File: config.mk
export PLATFORM = sky130hd
export DESIGN_NAME = uart_rx
export DESIGN_NICKNAME = d
export VERILOG_FILES = /design/src/rtl/uart_pkg.sv /design/src/rtl/uart_rx_sync.sv /design/src/rtl/uart_rx.sv
export SDC_FILE = /design/constraint.sdc
export NUM_CORES = 1
export LEC_CHECK = 0
export ABC_AREA = 1
export CAP_MARGIN = 20
export CELL_PAD_IN_SITES_DETAIL_PLACEMENT = 0
export CELL_PAD_IN_SITES_GLOBAL_PLACEMENT = 1
export CORE_MARGIN = 4
export CORE_UTILIZATION = 43
export CTS_CLUSTER_SIZE = 10
export DETAILED_ROUTE_END_ITERATION = 10
export HOLD_SLACK_MARGIN = 0.1
export PLACE_DENSITY_LB_ADDON = 0.1
export SYNTH_ARGS = -nofsm -noshare
export SYNTH_HDL_FRONTEND = slang
export SYNTH_SLANG_ARGS = --single-unit
File: constraint.sdc
create_clock -name clk -period 2.19 [get_ports clk]
set_clock_uncertainty 0.1 [all_clocks]
set_input_delay 0.3285 -clock clk [delete_from_list [all_inputs] [get_ports clk]]
set_output_delay 0.3285 -clock clk [all_outputs]
set_load 0.03 [all_outputs]
File: src/rtl/uart_pkg.sv
// Shared UART definitions: receiver state encoding, 8N1 frame constants and
// the baud divisor helper used by both the receiver and the transmitter.
package uart_pkg;

  // Legacy-compatible numeric state codes
  localparam logic [2:0] ST_IDLE      = 3'd0;
  localparam logic [2:0] ST_START     = 3'd1;
  localparam logic [2:0] ST_DATA      = 3'd2;
  localparam logic [2:0] ST_STOP      = 3'd3;
  localparam logic [2:0] ST_WAIT_HIGH = 3'd4;

  typedef enum logic [2:0] {
    IDLE      = ST_IDLE,
    START     = ST_START,
    DATA      = ST_DATA,
    STOP      = ST_STOP,
    WAIT_HIGH = ST_WAIT_HIGH
  } uart_state_t;

  // 8N1 frame shape
  localparam int   UART_DATA_BITS   = 8;
  localparam logic UART_START_LEVEL = 1'b0;
  localparam logic UART_STOP_LEVEL  = 1'b1;

  // Clock cycles per serial bit (integer division, truncating)
  function automatic int clks_per_bit(input int clk_hz, input int baud);
    return clk_hz / baud;
  endfunction

endpackage

File: src/rtl/uart_rx_sync.sv
// Two-flop synchronizer for the asynchronous serial line. Both flops reset to
// 1 so a reset never looks like a start edge on the idle-high line.
module uart_rx_sync (
  input  logic clk,
  input  logic reset,
  input  logic din,
  output logic dout
);

  logic meta_reg;
  logic sync_reg;

  // Two-stage capture of the asynchronous input
  always_ff @(posedge clk or posedge reset) begin
    if (reset) begin
      meta_reg <= 1'b1;
      sync_reg <= 1'b1;
    end else begin
      meta_reg <= din;
      sync_reg <= meta_reg;
    end
  end

  assign dout = sync_reg;

endmodule

File: src/rtl/uart_rx.sv
// 8N1 UART receiver with mid-bit sampling. Each good byte is presented on
// data with a one-cycle dataReady strobe; a low stop bit gives a one-cycle
// frameError strobe and the receiver then waits for the line to go high.
// Optional feature macro: UART_RX_MAJORITY_EN (2-of-3 vote around every
// sample point, decision one cycle after the nominal sample).
module uart_rx
  import uart_pkg::*;
#(
  parameter int CLK_HZ = 50_000_000,
  parameter int BAUD   = 115200
) (
  input  logic       clk,
  input  logic       reset,
  input  logic       rx,
  output logic [7:0] data,
  output logic       dataReady,
  output logic       frameError
);

  localparam int CLKS_PER_BIT = clks_per_bit(CLK_HZ, BAUD);
  localparam int HALF         = CLKS_PER_BIT / 2;

`ifdef UART_RX_MAJORITY_EN
  // The vote needs the sample after the nominal point, so the first decision
  // (and with it the whole frame schedule) slips by one cycle.
  localparam int START_WAIT = HALF + 1;
`else
  localparam int START_WAIT = HALF;
`endif

  localparam int CNT_W = (CLKS_PER_BIT < 4) ? 2 : $clog2(CLKS_PER_BIT);
  localparam int BIT_W = $clog2(UART_DATA_BITS);

  localparam logic [CNT_W-1:0] CNT_LAST  = CNT_W'(CLKS_PER_BIT - 1);
  localparam logic [CNT_W-1:0] CNT_START = CNT_W'(START_WAIT - 1);
  localparam logic [BIT_W-1:0] LAST_BIT  = BIT_W'(UART_DATA_BITS - 1);

  if (CLKS_PER_BIT < 4) begin : g_bad_rate
    $error("uart_rx: CLK_HZ/BAUD must give at least 4 clocks per bit");
  end

  logic                      rx_s;
  logic                      sample_bit;
  uart_state_t               state_reg;
  logic [CNT_W-1:0]          cnt_reg;
  logic [BIT_W-1:0]          bit_idx_reg;
  logic [UART_DATA_BITS-1:0] shifter_reg;

  uart_rx_sync u_sync (
    .clk   (clk),
    .reset (reset),
    .din   (rx),
    .dout  (rx_s)
  );

`ifdef UART_RX_MAJORITY_EN
  logic rx_d1_reg;
  logic rx_d2_reg;

  // History of the synchronized line for the 2-of-3 vote
  always_ff @(posedge clk or posedge reset) begin
    if (reset) begin
      rx_d1_reg <= 1'b1;
      rx_d2_reg <= 1'b1;
    end else begin
      rx_d1_reg <= rx_s;
      rx_d2_reg <= rx_d1_reg;
    end
  end

  assign sample_bit = (rx_s & rx_d1_reg) | (rx_s & rx_d2_reg) | (rx_d1_reg & rx_d2_reg);
`else
  assign sample_bit = rx_s;
`endif

  // Frame sequencer: bit timing, data capture and result strobes
  always_ff @(posedge clk or posedge reset) begin
    if (reset) begin
      state_reg   <= IDLE;
      cnt_reg     <= '0;
      bit_idx_reg <= '0;
      shifter_reg <= '0;
      data        <= 8'h00;
      dataReady   <= 1'b0;
      frameError  <= 1'b0;
    end else begin
      dataReady  <= 1'b0;
      frameError <= 1'b0;
      case (state_reg)
        IDLE: begin
          if (rx_s == UART_START_LEVEL) begin
            cnt_reg   <= '0;
            state_reg <= START;
          end
        end
        START: begin
          if (cnt_reg == CNT_START) begin
            cnt_reg <= '0;
            // A start bit that is gone by mid-bit was only a glitch
            if (sample_bit == UART_START_LEVEL) begin
              bit_idx_reg <= '0;
              state_reg   <= DATA;
            end else begin
              state_reg <= IDLE;
            end
          end else begin
            cnt_reg <= cnt_reg + 1'b1;
          end
        end
        DATA: begin
          if (cnt_reg == CNT_LAST) begin
            cnt_reg                  <= '0;
            shifter_reg[bit_idx_reg] <= sample_bit;
            if (bit_idx_reg == LAST_BIT) begin
              state_reg <= STOP;
            end else begin
              bit_idx_reg <= bit_idx_reg + 1'b1;
            end
          end else begin
            cnt_reg <= cnt_reg + 1'b1;
          end
        end
        STOP: begin
          if (cnt_reg == CNT_LAST) begin
            cnt_reg <= '0;
            if (sample_bit == UART_STOP_LEVEL) begin
              data      <= shifter_reg;
              dataReady <= 1'b1;
              state_reg <= IDLE;
            end else begin
              frameError <= 1'b1;
              state_reg  <= WAIT_HIGH;
            end
          end else begin
            cnt_reg <= cnt_reg + 1'b1;
          end
        end
        WAIT_HIGH: begin
          // A held-low line (break) must not be read as a string of frames
          if (rx_s == UART_STOP_LEVEL) begin
            state_reg <= IDLE;
          end
        end
        default: begin
          state_reg <= IDLE;
        end
      endcase
    end
  end

endmodule

==> impl_metrics.ini, run 1 <==
[yosys]
synth_cell_types = 28
synth-async-reset-ratio_pct = 100
seq_area_frac_synth_pct = 47.4
netlist_instances = 232
synth_edf_count = 0
synth_warnings = 0
synth-seq-cells = 35
synth.most_common_cell = nand2_1
synth.area.top_cells = dfrtp_1 (45%), nand2_1 (17%), nand3_1 (6.5%)
avgSynthCellArea_um2 = 7.99
synth_area_um2 = 1850
netlist.area_leader.share_pct = 44.5
synth_common_cells = nand2_1 (83), dfrtp_1 (33), nand3_1 (24)
yosysTopAreaCell = dfrtp_1
syn_nets = 240
synthFlopType = dfrtp_1

[cts]
cts_buffers = 5
cts_tree = built
cts_buffer_depth = 2
postCtsSetupBuffers = 0
clkSinkCount = 35
clk_latency_ns = 0.28
h-tree-depth = 2
cts_resized = 0
hold_buffers = 0
clk_pin_slew_ns = 0.07
clockRootBuffer = clkbuf_8

[die]
die-area_um2 = 5430
start_util_pct = 45.4
rows = 23
core-area_um2 = 4090
die_x_um = 73.7
fp.dieH_um = 73.7
ioPinCount = 13

[sta]
hold_viol = 0
setup_violations = 0
relSlewSlack_pct = 69.8
period_needed_ns = 1.78
timing.fmax_ghz = 0.563
timing.final.ws_setup_ns = 0.415
min_period_over_period_pct = 81.1
maxSlewViolCount = 0
setup_tns_ns = 0
rsz0062_at_grt = no
tightestPinTransition_ns = 0.453

[grt]
grt_pass1_vias = 1384
track_usage_pct = 16.1
grt_max_degree = 36
antenna_found_initial = 0
grt_first_pass_wirelength_mm = 6.71
grt_overflow = 0

[cells_and_area]
largest_reg_flops = 9
area_growth_pct = 13.2
postLayoutCellArea_um2 = 2100
utilization_pct = 51.3
drive_gt1_share_pct = 9.20
diodes = 0
fillers = 397
final_nets = 257

[setup_path]
cp_num_buf_inv = 1
crit_type = flop to flop
crit_fanout = 8
cp.arrival_ns = 1.85
critPathTopFamily = simple AND/OR/NAND/NOR gates
end_kind = flop
cpMostUsedCell = nand2_1
cp_slowest_cell = dfrtp_1
cpPeakStageDelay_ns = 0.41
path_cells = inv_1 -> ha_1 -> nand2_1 -> nor2_2 -> nand2_4 -> nand2_1 -> nand2_1 -> nor2_2 -> nor2_1
required_ns = 2.26
start_kind = flop

[pwr]
finalPower_mw = 1.12
vdd_ir_drop_max_uv = 298
power_density_nw_per_um2 = 534
leakagePower_nw = 1.14

[detailed_routing]
first_pass_iters = 4
vias_per_cell = 4.97
drt_iter0_markers = 134
vias = 1492
wl_per_cell_um = 12.4
routed_wirelength_mm = 3.73
drc = 0
antenna_left = 0

[placement]
dp_hpwl_mm = 2.61
dp_slack_ns = 0.414
place_congestion = 0.773
placed_area_um2 = 2020
port_buffers = 12

[worst_hold_path]
hold_path.class = flop to flop

[outcome]
run_status = completed

[job]
maxCapViolations = 0
-- where the power goes --
group / internal, mW / leakage [nW] / switching [mW]
Clock: 0.223 / 0.0422 / 0.224
Sequential: 0.650 / 0.467 / 0.00494
Combinational: 0.00500 / 0.635 / 0.0142
-- worst paths after layout --
| kind | slack, ns | cells after the start | endpoint | start |
|---|---|---|---|---|
| worst max-delay path | 0.41 | 9 | cnt_reg[2] | cnt_reg[1] |
| worst max register to register | 0.41 | 9 | cnt_reg[2] | cnt_reg[1] |
| worst min register to register | 0.26 | 0 | u_sync.dout | u_sync.meta_reg |
| min in group asynchronous | 0.35 | 3 | cnt_reg[7] | reset |
| max in group asynchronous | 1.29 | 3 | u_sync.dout | reset |
| worst min-delay path | 0.26 | 0 | u_sync.dout | u_sync.meta_reg |
-- placed cells by master, fill, tap and decap left out, types with 3 or more instances in the layout --
master	count
clkbuf_8	5
clkdlybuf4s50_1	12
dfrtp_1	33
ha_1	5
inv_1	23
nand2_1	83
nand3_1	24
nand4_1	15
nor2_1	17
o21ai_0	5
xor2_1	3
-- final cells by class --
cell class,instances,area [µm²],area share [%]
Inverter,27,106,5.07
Tap cell,50,62.6,2.98
Multi-Input combinational cell,167,842,40.1
Sequential cell,35,878,41.9
Timing Repair Buffer,13,128,6.08
Clock buffer,7,76.3,3.64
Clock inverter,1,5.00,0.239
-- through the flow --
step	instances	hold slack (ns)
6_report	300	0.260
2_1_floorplan	232	0.233
5_1_grt	300	0.267
3_5_place_dp	292	0.252
3_3_place_gp	292	0.246
4_1_cts	300	0.262
-- metal layers --
layer | wire (µm) | vias to the layer above | track usage, %
met2 | 1560 | 44 | 22.7
met4 | 20 | 0 | 4.83
met1 | 1940 | 660 | 24.1
met3 | 203 | 2 | 4.10
li1 | - | 786 | -
met5 | 0 | - | 0
-- cell families (layout without fill, tap and decap cells) --
group	Yosys count	after routing	synth area share (%)
AOI/OAI and AO/OA	9	9	2.90
buffers and inverters	30	48	7.22
DFF	35	35	47.4
xor gates and xnor gates	3	3	1.42
and+or+nand+nor	150	150	37.7
adders and majority gates	5	5	3.37
Power figures use the tool's default switching activity.
==> run 2, diff against run 1 <==
- CORE_UTILIZATION: 43 -> 39
- clock period: 2.19 -> 1.47 ns (I/O delays scaled with it)
==> run 2 against run 1 <==
Compared with the run above:
- via count rose by 8.6%
- critical endpoint is now shifter_reg[3]
- critical path depth did not move
- largest power group unchanged
- sequential power rose by 48%
- sequential share of layout area fell by 7.5 points
- the run now ends with negative setup slack left
- combinational power rose by 130%
==> impl_metrics.ini, run 2 (same netlist as run 1, synthesis figures left out) <==
[cts]
cts_tree = built
clockRootBuffer = clkbuf_8
clk_latency_ns = 0.29
cts_buffers = 5
hold_buffers = 0
clk_pin_slew_ns = 0.08
clkSinkCount = 35
h-tree-depth = 2
cts_buffer_depth = 2

[setup_path]
start_kind = flop
crit_type = flop to flop
cp_num_buf_inv = 1
crit_fanout = 8
cp.arrival_ns = 1.67
cpPeakStageDelay_ns = 0.39
critPathTopFamily = simple AND/OR/NAND/NOR gates
cp_slowest_cell = dfrtp_1
end_kind = flop
cpMostUsedCell = nand2_2
required_ns = 1.56
path_cells = inv_2 -> ha_4 -> nand2_4 -> nor2_4 -> nand2_8 -> nor2_8 -> nand3_2 -> nand2_2 -> nand2_2

[outcome]
violations = negative setup slack
run_status = finished with violations

[detailed_routing]
routed_wirelength_mm = 4.46
drt_iter0_markers = 83
vias = 1621
drc = 0
vias_per_cell = 4.91
first_pass_iters = 4
antenna_left = 0
wl_per_cell_um = 13.5

[cells_and_area]
utilization_pct = 57.2
drive_gt1_share_pct = 32.4
layout_common_cells = nand2_1 (67), dfrtp_1 (33), buf_4 (23)
multiInputGateArea_um2 = 1060
final_nets = 285
area_growth_pct = 38.0
largest_reg_flops = 9
ff_latch_area_um2 = 878
final_common_cell = nand2_1
diodes = 0
fillers = 405

[die]
die-area_um2 = 5920
rows = 24
fp.dieH_um = 77.0
ioPinCount = 13
die_x_um = 77.0
start_util_pct = 41.4
core-area_um2 = 4470

[pwr]
finalPower_mw = 1.88
leakagePower_nw = 1.36
seqPwrFrac_pct = 51.4
comb_power_share_pct = 2.3
p_sw_share_pct = 21.2
power_switching_mw = 0.398
power_density_nw_per_um2 = 736
p_int_mw = 1.48
vdd_ir_drop_max_uv = 470
power_frac_clock_pct = 46.2

[sta]
hold_viol = 0
timing.final.ws_setup_ns = -0.115
period_needed_ns = 1.58
rsz0062_at_grt = yes
tightestPinTransition_ns = 0.333
min_period_over_period_pct = 108
setup_violations = 30
maxSlewViolCount = 0
relSlewSlack_pct = 77.7
timing.fmax_ghz = 0.631

[grt]
track_usage_pct = 16.7
grt_overflow = 0
grt_pass1_vias = 1580
grt_first_pass_wirelength_mm = 7.89
grt_max_degree = 36
antenna_found_initial = 0

[worst_hold_path]
hold_path.class = input pin to asynchronous set/reset pin

[placement]
port_buffers = 12
place_congestion = 0.865
dp_hpwl_mm = 3.01

[job]
maxCapViolations = 0
## run 2: what timing repair did
item,CTS,global route
buffers inserted,1,0
gates resized for setup,40,24
pin swaps,13,15
gates cloned,3,0
endpoints found under the setup margin,42,33
## run 2: worst min-delay path: stages
cell	delay, ns
clkdlybuf4s50_1	0.40
inv_1	0.09
buf_12	0.22
## run 2: layer usage
metal  wire (µm)  vias to the layer above  global-route usage (%)
met5           0                        -                       0
met4          78                        0                    6.52
met3         173                        8                    3.63
li1            -                      840                       -
met2        1920                       27                    23.3
met1        2280                      746                    24.9
## run 2: area by class of cell
class | count | share of cell area (%)
sequential | 35 | 34.3
timing repair buffer | 38 | 12.6
inverter | 27 | 4.35
multi-input combinational | 169 | 41.4
tap | 52 | 2.54
clock inverter | 3 | 1.71
timing repair inverter | 1 | 0.342
clock buffer | 5 | 2.69
## run 2: final timing paths
kind	start	end	slack, ns	cells past startpoint
setup / recovery	cnt_reg[1]	shifter_reg[3]	-0.11	9
hold / removal	reset	dataReady	0.18	3
setup reg to reg	cnt_reg[1]	shifter_reg[3]	-0.11	9
hold reg to reg	u_sync.meta_reg	u_sync.dout	0.26	0
max in group asynchronous	reset	u_sync.dout	0.83	3
min in group clk	rx	u_sync.meta_reg	0.24	1
## run 2: metrics by stage
step / hold slack (ns) / TNS [ns] / setup slack (ns) / cell area, µm² / instances
floorplan: 0.125 / -0.0481 / -0.0267 / 1860 / 232
global placement: 0.246 / -2.33 / -0.119 / 2220 / 318
detailed placement: 0.247 / -3.05 / -0.143 / 2220 / 318
CTS: 0.188 / -2.35 / -0.129 / 2460 / 330
global route: 0.208 / -5.26 / -0.229 / 2560 / 330
finish: 0.185 / -1.77 / -0.115 / 2560 / 330
## run 2: power groups by stage
stage                     Combinational [mW]  Clock, mW  Sequential, mW
after floorplan                       0.0200          0           0.989
after global placement                0.0422          0           0.988
after detailed placement              0.0420          0           0.988
after CTS                             0.0434      0.898           0.969
after global routing                  0.0500      0.947           0.969
final                                 0.0436      0.871           0.969
